<file path="src/rtl/synth_alloc_pkg.sv">
// -----------------------------------------------------------------------------
// synth_alloc_pkg
// Shared types for the voice allocator: FSM state encoding, the latched note
// event record, the stored key width and a ceil(log2) helper used to size the
// voice index.
// -----------------------------------------------------------------------------
package synth_alloc_pkg;

   localparam int KEY_W = 7;

   typedef enum logic [1:0] {
      IDLE,
      SCAN,
      DECIDE,
      ISSUE
   } alloc_state_t;

   typedef struct packed {
      logic             is_on;
      logic [KEY_W-1:0] key;
      logic [7:0]       vel;
   } alloc_evt_t;

   function automatic int clogb2(input int value);
      int r;
      r = 0;
      for (int i = 0; i < 31; i++) begin
         if ((1 << i) < value) r = i + 1;
      end
      return r;
   endfunction

endpackage

</file>
<file path="src/rtl/voice_key_table.sv">
// -----------------------------------------------------------------------------
// voice_key_table
// VOICES x KEY_W register file holding the key assigned to each voice.
// Ports:
//   sysclk, reset1 : clock, asynchronous active-low reset (clears all entries)
//   rd_idx/rd_key  : combinational read port (driven by the scan index)
//   wr_en/wr_idx/wr_key : single synchronous write port
// -----------------------------------------------------------------------------
module voice_key_table
   import synth_alloc_pkg::*;
#(
   parameter int VOICES  = 128,
   parameter int V_WIDTH = clogb2(VOICES)
) (
   input  logic               sysclk,
   input  logic               reset1,
   input  logic [V_WIDTH-1:0] rd_idx,
   output logic [KEY_W-1:0]   rd_key,
   input  logic               wr_en,
   input  logic [V_WIDTH-1:0] wr_idx,
   input  logic [KEY_W-1:0]   wr_key
);

   logic [KEY_W-1:0] mem [VOICES];

   always_ff @(posedge sysclk or negedge reset1) begin
      if (!reset1) begin
         for (int i = 0; i < VOICES; i++) mem[i] <= '0;
      end else if (wr_en) begin
         mem[wr_idx] <= wr_key;
      end
   end

   assign rd_key = mem[rd_idx];

endmodule

</file>
<file path="src/rtl/voice_allocator.sv">
// -----------------------------------------------------------------------------
// voice_allocator
// Maps note-on/note-off events onto synth voice slots. Each accepted event is
// followed by a full round-robin scan of all voices (looking for a voice
// already holding the key and for the first available voice), one decision
// cycle, and a single valid/ready assignment to the engine.
// Ports:
//   sysclk, reset1        : clock, asynchronous active-low reset
//   ev_valid/ev_ready     : event handshake (ready only in IDLE)
//   ev_is_on/ev_key/ev_vel: event contents (ev_key[7] ignored)
//   voice_free            : per-voice envelope-finished flags, sampled live
//   alloc_*               : assignment to the engine (valid/ready)
//   keys_on/active_count  : held-voice vector and its popcount
//   drop_pulse            : one-cycle pulse when an event is discarded
//   busy                  : allocator not in IDLE
// Build option: VOICE_STEAL_EN -- when defined, a note-on with no matching and
// no available voice steals voice rr_ptr; otherwise such events are dropped.
// -----------------------------------------------------------------------------
module voice_allocator
   import synth_alloc_pkg::*;
#(
   parameter int VOICES  = 128,
   parameter int V_WIDTH = clogb2(VOICES)
) (
   input  logic               sysclk,
   input  logic               reset1,
   input  logic               ev_valid,
   output logic               ev_ready,
   input  logic               ev_is_on,
   input  logic [7:0]         ev_key,
   input  logic [7:0]         ev_vel,
   input  logic [VOICES-1:0]  voice_free,
   output logic               alloc_valid,
   input  logic               alloc_ready,
   output logic [V_WIDTH-1:0] alloc_voice,
   output logic [7:0]         alloc_key,
   output logic [7:0]         alloc_vel,
   output logic               alloc_on,
   output logic               alloc_steal,
   output logic [VOICES-1:0]  keys_on,
   output logic [V_WIDTH:0]   active_count,
   output logic               drop_pulse,
   output logic               busy
);

   alloc_state_t       state, next_state;
   alloc_evt_t         evt;
   logic [V_WIDTH-1:0] rr_ptr;
   logic [V_WIDTH-1:0] scan_n;
   logic [V_WIDTH-1:0] scan_idx;
   logic [KEY_W-1:0]   tbl_key;
   logic               match_found, free_found;
   logic [V_WIDTH-1:0] match_idx, free_idx;
   logic               dec_issue, dec_on;
   logic [V_WIDTH-1:0] dec_voice;
   logic               handshake;
   logic               unused_key_msb;

   assign unused_key_msb = ev_key[7];
   assign scan_idx       = rr_ptr + scan_n;   // wraps: VOICES is a power of two
   assign handshake      = (state == ISSUE) && alloc_ready;
   assign alloc_key      = {1'b0, evt.key};
   assign alloc_vel      = evt.vel;

   voice_key_table #(
      .VOICES  (VOICES),
      .V_WIDTH (V_WIDTH)
   ) u_table (
      .sysclk (sysclk),
      .reset1 (reset1),
      .rd_idx (scan_idx),
      .rd_key (tbl_key),
      .wr_en  (handshake && alloc_on),
      .wr_idx (alloc_voice),
      .wr_key (evt.key)
   );

`ifdef VOICE_STEAL_EN
   logic dec_steal;
   logic steal_q;
   assign alloc_steal = steal_q;
`else
   assign alloc_steal = 1'b0;
`endif

   always_ff @(posedge sysclk or negedge reset1) begin
      if (!reset1) state <= IDLE;
      else         state <= next_state;
   end

   always_comb begin
      next_state  = state;
      ev_ready    = 1'b0;
      busy        = 1'b1;
      alloc_valid = 1'b0;
      drop_pulse  = 1'b0;
      dec_issue   = 1'b0;
      dec_on      = 1'b0;
      dec_voice   = '0;
`ifdef VOICE_STEAL_EN
      dec_steal   = 1'b0;
`endif
      case (state)
         IDLE: begin
            ev_ready = 1'b1;
            busy     = 1'b0;
            if (ev_valid) next_state = SCAN;
         end
         SCAN: begin
            if (scan_n == V_WIDTH'(VOICES - 1)) next_state = DECIDE;
         end
         DECIDE: begin
            if (evt.is_on) begin
               dec_on = 1'b1;
               if (match_found) begin
                  dec_issue = 1'b1;
                  dec_voice = match_idx;
               end else if (free_found) begin
                  dec_issue = 1'b1;
                  dec_voice = free_idx;
               end else begin
`ifdef VOICE_STEAL_EN
                  dec_issue = 1'b1;
                  dec_voice = rr_ptr;
                  dec_steal = 1'b1;
`endif
               end
            end else if (match_found) begin
               dec_issue = 1'b1;
               dec_voice = match_idx;
            end
            drop_pulse = !dec_issue;
            next_state = dec_issue ? ISSUE : IDLE;
         end
         ISSUE: begin
            alloc_valid = 1'b1;
            if (alloc_ready) next_state = IDLE;
         end
         default: next_state = IDLE;
      endcase
   end

   always_ff @(posedge sysclk or negedge reset1) begin
      if (!reset1) begin
         evt          <= '0;
         scan_n       <= '0;
         match_found  <= 1'b0;
         free_found   <= 1'b0;
         match_idx    <= '0;
         free_idx     <= '0;
         rr_ptr       <= '0;
         keys_on      <= '0;
         active_count <= '0;
         alloc_voice  <= '0;
         alloc_on     <= 1'b0;
`ifdef VOICE_STEAL_EN
         steal_q      <= 1'b0;
`endif
      end else begin
         case (state)
            IDLE: begin
               if (ev_valid) begin
                  evt         <= '{is_on: ev_is_on, key: ev_key[KEY_W-1:0], vel: ev_vel};
                  scan_n      <= '0;
                  match_found <= 1'b0;
                  free_found  <= 1'b0;
                  match_idx   <= '0;
                  free_idx    <= '0;
               end
            end
            SCAN: begin
               scan_n <= scan_n + 1'b1;
               // first hit in round-robin order wins for both searches
               if (!match_found && keys_on[scan_idx] && (tbl_key == evt.key)) begin
                  match_found <= 1'b1;
                  match_idx   <= scan_idx;
               end
               if (!free_found && voice_free[scan_idx] && !keys_on[scan_idx]) begin
                  free_found <= 1'b1;
                  free_idx   <= scan_idx;
               end
            end
            DECIDE: begin
               if (dec_issue) begin
                  alloc_voice <= dec_voice;
                  alloc_on    <= dec_on;
`ifdef VOICE_STEAL_EN
                  steal_q     <= dec_steal;
`endif
               end
            end
            ISSUE: begin
               if (alloc_ready) begin
                  if (alloc_on) begin
                     // retrigger and steal leave an already-set bit set, so
                     // only a fresh voice raises the count
                     keys_on[alloc_voice] <= 1'b1;
                     rr_ptr               <= alloc_voice + 1'b1;
                     if (!keys_on[alloc_voice] && (active_count != (V_WIDTH+1)'(VOICES)))
                        active_count <= active_count + 1'b1;
                  end else begin
                     keys_on[alloc_voice] <= 1'b0;
                     if (keys_on[alloc_voice] && (active_count != '0))
                        active_count <= active_count - 1'b1;
                  end
               end
            end
            default: ;
         endcase
      end
   end

endmodule

</file>
<file path="config.mk">
export PLATFORM = sky130hd
export DESIGN_NAME = voice_allocator
export DESIGN_NICKNAME = d
export VERILOG_FILES = /design/src/rtl/synth_alloc_pkg.sv /design/src/rtl/voice_key_table.sv /design/src/rtl/voice_allocator.sv
export SDC_FILE = /design/constraint.sdc
export NUM_CORES = 2
export LEC_CHECK = 0
export CAP_MARGIN = 20
export CORE_ASPECT_RATIO = 1.25
export CORE_UTILIZATION = 50
export DETAILED_ROUTE_END_ITERATION = 8
export HOLD_SLACK_MARGIN = 0.03
export PLACE_DENSITY = 0.67
export SLEW_MARGIN = 20
export SYNTH_ARGS = -nofsm -noshare
export SYNTH_HDL_FRONTEND = slang
export SYNTH_HIERARCHICAL = 1
export SYNTH_SLANG_ARGS = --single-unit
export TNS_END_PERCENT = 5
</file>
<file path="constraint.sdc">
create_clock -name sysclk -period 6.3 [get_ports sysclk]
set_input_delay 1.26 -clock sysclk [delete_from_list [all_inputs] [get_ports sysclk]]
set_output_delay 1.26 -clock sysclk [all_outputs]
set_load 0.005 [all_outputs]
</file>
Word-level counts from Yosys, hierarchy flattened
Index checks and enable logic that the tools add are counted.
{ "op_classes": {"add_sub_neg": 5, "order_cmp": 6, "eq_ne": 12, "n_mux": 49, "n_bitwise": 5, "n_reduce_logical": 28} }
{ "ops": {"columns": ["op", "count"], "rows": [
  ["$bwmux W896", 1],
  ["$and A128 B128 Y128", 1],
  ["$mux W128", 1],
  ["$not A128 Y128", 1],
  ["$or A128 B128 Y128", 1],
  ["$mux W7", 10],
  ["$bmux W7 S7", 1],
  ["$demux W7 S7", 1],
  ["$pmux W7 S2", 3],
  ["$mux W8", 3],
  ["$bmux W1 S7", 3],
  ["$mux W1", 18],
  ["$ge A8 B8 Y1 const B", 2],
  ["$lt A7 B8 Y1 const B", 2],
  ["$not A7 Y8", 2],
  ["$add A7 B1 Y7 const B", 2],
  ["$reduce_and A3 Y1", 4],
  ["$logic_and A1 B1 Y1", 10],
  ["$ne A2 B2 Y1 const B", 5],
  ["$add A8 B1 Y8 const B", 1],
  ["$lt A8 B1 Y1 const B", 1],
  ["$mux W2", 4],
  ["$ne A8 B8 Y1 const B", 1],
  ["$pmux W2 S4", 1],
  ["16 further kinds", 26]
]} }
{ "totals": {"regBits": 1088, "in_bits": 149, "word_cells": 247} }

Logic depth before layout (Yosys ltp)
{ "depth": {"depth_word": 9, "depth_mapped": 15, "ltp_nobuf": 13} }

Hierarchy
The synthesis kept the hierarchy.
{ "modules_own_cells": {"columns": ["module", "instances", "cells_each", "area_each_um2", "seq_area_each_um2"], "rows": [
  ["voice_key_table", 1, 2456, 40724.1, 22421.5],
  ["voice_allocator", 1, 1177, 12074.1, 4804.6]
]} }

Worst setup path before layout
Ideal clock, no wire load.
{ "synth_path": {"kind": "register to register", "start": "reg scan_n[0]", "end": "reg match_idx[0]", "setup_time_ps": 79, "arrival_ps": 4707, "slack_ps": 1514, "path_stages_with_launch": 16, "n_path_buf": 3, "synth_period_minus_slack_ps": 4786, "path_cell_list": "dfrtp_1 -> ha_1 -> fa_1 -> xnor2_1 -> clkinv_1 -> clkbuf_1 -> clkbuf_1 -> buf_1 -> mux4_2 -> mux4_2 -> mux4_2 -> mux2_2 -> xnor2_1 -> nand4_1 -> nor4_4 -> mux2i_1"} }
{ "synth_between": {"elab_chain_cells": 9, "elab_cells_between_ends": 14} }
{ "synth_lines": {"columns": ["item", "line", "rtl"], "rows": [
  ["start: declaration", "voice_allocator.sv:49", "logic [V_WIDTH-1:0] scan_n;"],
  ["start signal: assignment", "voice_allocator.sv:172", "scan_n <= scan_n + 1'b1;"],
  ["$add A7 B7 Y7", "voice_allocator.sv:60", "assign scan_idx = rr_ptr + scan_n;"],
  ["via scan_idx[2]", "voice_allocator.sv:50", "logic [V_WIDTH-1:0] scan_idx;"],
  ["$not A7 Y8 (not written as such)", "voice_key_table.sv:34", "assign rd_key = mem[rd_idx];"],
  ["$bmux W7 S7", "voice_key_table.sv:34", null],
  ["$mux W7 (not written as such) (2 in series)", "voice_key_table.sv:34", null],
  ["via tbl_key[3]", "voice_allocator.sv:51", "logic [KEY_W-1:0] tbl_key;"],
  ["$eq A7 B7 Y1", "voice_allocator.sv:174", "if (!match_found && keys_on[scan_idx] && (tbl_key == evt.key)) begin"],
  ["$logic_and A1 B1 Y1", "voice_allocator.sv:174", null],
  ["$ne A2 B2 Y1 (no source line)", null, null],
  ["$reduce_and A3 Y1 (no source line)", null, null],
  ["end signal: assignment", "voice_allocator.sv:176", "match_idx <= scan_idx;"],
  ["end: declaration", "voice_allocator.sv:53", "logic [V_WIDTH-1:0] match_idx, free_idx;"]
]} }
The timed path passes the listed nets, and every way through them passes these cells. The select of a mux whose other input is x is not followed.
A chain may end at the register's enable or synchronous reset.

Worst setup path after layout
{ "layout_path": {"start": "reg scan_n[0]", "end": "reg match_idx[3]"} }
The elaborated chain is that of the path after synthesis.

==> results.md <==
* Max-cap violations at 0
* Site Rows at approximately 130
* Max incr delay on CP at ~0.66 ns
* Total power at 0.0187 W
* Reg2reg path depth at 13
* Vias/cell at between 6 and 7
* CTS tree: done
* Final setup viols at 0
* Total global-route track usage at 26.3%
* Ys flop type: dfrtp_1
* CTS buffer count at 108
* RePlAce Congestion at 0.987
* Crit Path Max Fanout at 51
* Critical Path End Type: flop
* Slack of the critical path at 0.957 ns
* Hold Path Cell Cnt at 1
* Crit-path cells: ha_4 -> fa_4 -> xnor2_2 -> inv_8 -> buf_12 -> mux4_2 -> mux4_2 -> mux4_2 -> mux2_2 -> xnor2_1 -> nand4_1 -> nor4_4 -> mux2i_1
* Setup TNS at 0 ns
* Post-Synth Simple-Gate Area at 4.37%
* Port Buffers at 310
* Routed WL per cell at about 26 um
* Reg-to-Reg Start: scan_n[0]
* DP Area at 0.0576 mm2
* Required @ worst endpoint at between 6 and 7 ns
* Power per cell area at 305 mW/mm2
* Die area at 0.107 mm2
* Post-Synth XOR/XNOR Area at 0.382%
* Hpwl dp at 93.3 mm
* Crit-path leading delay family: multiplexers
* YS warnings at 6
* Fraction of layout cells with a size suffix above 1 at 41.3%
* Area fraction in compound gates after synthesis at 3.77%
* Seq/Total Area, Yosys at 51.6%
* Post-route cell area at 0.0613 mm2
* IO Count at 314
* Root buffer cell: clkbuf_16
* Htree depth at 3
* First-pass GRT wire length at ~210 mm
* Worst slack at placement at 0.985 ns
* Fin nets at 4033
* Pre-antenna DRT Iters at 5
* Number of global-route vias before repair at 34000
* Slew Limit Fails at 0
* Core ar. at 0.104 mm2
* Post-route ant nets at 0
* Asr flop ratio synth at 100%
* Register Area at 0.0273 mm2
* Worst-case vdd ir drop at 0.337 mV
* DIE HEIGHT at 365 um
* Buffers & Inverters on Critical Path at 2
* Count of cell types in the netlist at 66
* Clk_skew at roughly 0.025 ns
* Critical path class: reg -> reg
* Reg clk slew, reported paths at 0.06 ns
* WHS Endpoint: u_table/mem[305]
* Starting density of the core at 50.7%
* Overall via count from detail_route at 32600
* Hold WC Path Type: reg -> reg
* Status: completed
* Num Clock Sinks at between 1000 and 1500
* Fill cells at 8173
* Setup Buffers After CTS at 0
* Antenna diode count at 0
* Final min period at 5.34 ns
* Total routed wirelength at between 100 and 150 mm
* Syn Area/Cell at 14.5 um2
* Tightest Pin Transition at 1.06 ns
* RSZ-0062 raised after global routing: no
* Initial antenna violation count at 0
* Hold wc startpoint: u_table/mem[305]
* Multiplexer area fraction after synthesis at 37.2%
* Final critical-path share of the clock period at 84.8%
* Startpoint type of the worst setup path: flop
* GR Overflow Total at 0
* Slowest cell on the critical path: nor4_4
* Slew Limit Headroom at about 28%
* Final hold vios at 0
* DRT iter0 DRCs at 2093
* EDFF count, synth at 0
* Cts hold-fix bufs at 0
* Arrival time worst endpoint at 5.96 ns
* Worst r2r dst: match_idx[3]
* Drt drc at 0
* Final design utilization at 58.8%
* R2R setup slack at 0.96 ns
* CTS Buffer Depth at 3
* Multi-input logic area at 0.0244 mm2
* Post-CTS Resized at 0
* Adder-cell share of the synthesized area at less than 1%
* Mapped Area at 0.0528 mm2
* Largest family of logic cells by synthesized area: multiplexers
* Pin count of the biggest net entering global routing at between 100 and 150
* Number of synthesized register bits at roughly 1100
* Synth-to-Final Area Change at 16.0%
* F_max at 187 MHz
* Clk Latency, worst-skew pair at approximately 0.70 ns
* Static leakage at 28.0 nW
* Die Wd at 293 um
* Cells after Synth at 3633
* Crit-path most repeated cell: mux4_2
-- where the power goes --
group	internal [W]	switching, W
Clock	0.00392	0.00276
Combinational	0.00179	0.00279
Sequential	0.00711	0.000345
-- cell type report --
type | count | share of cell area [%]
Timing Repair Buffer | 404 | 6.65
Clock inverter | 43 | 0.882
Sequential cell | 1088 | 44.5
Multi-Input combinational cell | 2252 | 39.9
Clock buffer | 157 | 5.14
Inverter | 14 | 0.100
Tap cell | 1407 | 2.87
-- cell usage after synthesis (13+ instances only) --
master,count,area share [%]
xnor2_1,16,0.27
o21ai_0,158,1.5
mux2_2,951,20
mux4_2,376,16
buf_4,21,0.30
mux2i_1,41,0.78
a21oi_1,23,0.22
nand2_1,291,2.1
nor2_1,88,0.63
clkbuf_1,217,1.5
dfrtp_1,1088,52
o31ai_1,59,0.84
nand3_1,37,0.35
buf_1,20,0.14
buf_2,19,0.18
nand2b_1,14,0.17
ha_1,14,0.33
nor4_1,13,0.15
nor3_1,25,0.24
nor2b_1,16,0.19
-- per-layer routing --
layer / up-vias / wire length, um / global-route usage (%)
li1: 14100 / - / -
met1: 17300 / 56400 / 34.1
met2: 983 / 69900 / 44.7
met3: 261 / 6510 / 3.00
met4: 0 / 5970 / 11.7
met5: - / 0 / 0
-- stage by stage --
stage / hold WS, ns / instances
floorplan: 0.456 / 3634
global placement: 0.481 / 5165
detailed placement: 0.487 / 5165
CTS: 0.501 / 5365
global route: 0.508 / 5365
finish: 0.498 / 5365
-- cells in the final DEF, fill, tap and decap left out, types with 21 or more instances in the layout --
master	instances
mux2_2	951
a21oi_1	23
clkbuf_16	110
o31ai_1	59
clkdlybuf4s50_1	309
mux4_2	376
buf_4	73
clkbuf_8	22
clkbuf_1	25
o21ai_0	158
buf_12	21
dfrtp_1	1077
nand3_1	36
nor3_1	22
nand2_1	290
clkinv_2	23
nor2_1	86
mux2i_1	41
-- kinds of logic (layout without fill, tap and decap cells) --
| group | Yosys count | count (layout) |
|---|---|---|
| multiplexers | 1371 | 1371 |
| flip-flops | 1088 | 1088 |
| AO/OA/AOI/OAI | 314 | 314 |
| AND/OR/NAND/NOR | 526 | 526 |
| buffers and inverters | 294 | 618 |
| XOR/XNOR | 23 | 23 |
| adder cells (fa/ha/maj) | 16 | 16 |
| other | 1 | 2 |
-- how the worst max path moves through the flow --
stage	startpoint	endpoint	slack [ns]	depth (start not counted)
after CTS	scan_n[0]	match_idx[4]	0.96	13
after global placement	scan_n[0]	match_idx[4]	1.07	13
final	scan_n[0]	match_idx[3]	0.96	13
after global routing	scan_n[0]	match_idx[5]	0.75	13
after floorplan	scan_n[0]	match_idx[0]	1.51	15
after detailed placement	scan_n[0]	match_idx[3]	0.99	13
Power figures use the tool's default switching activity.
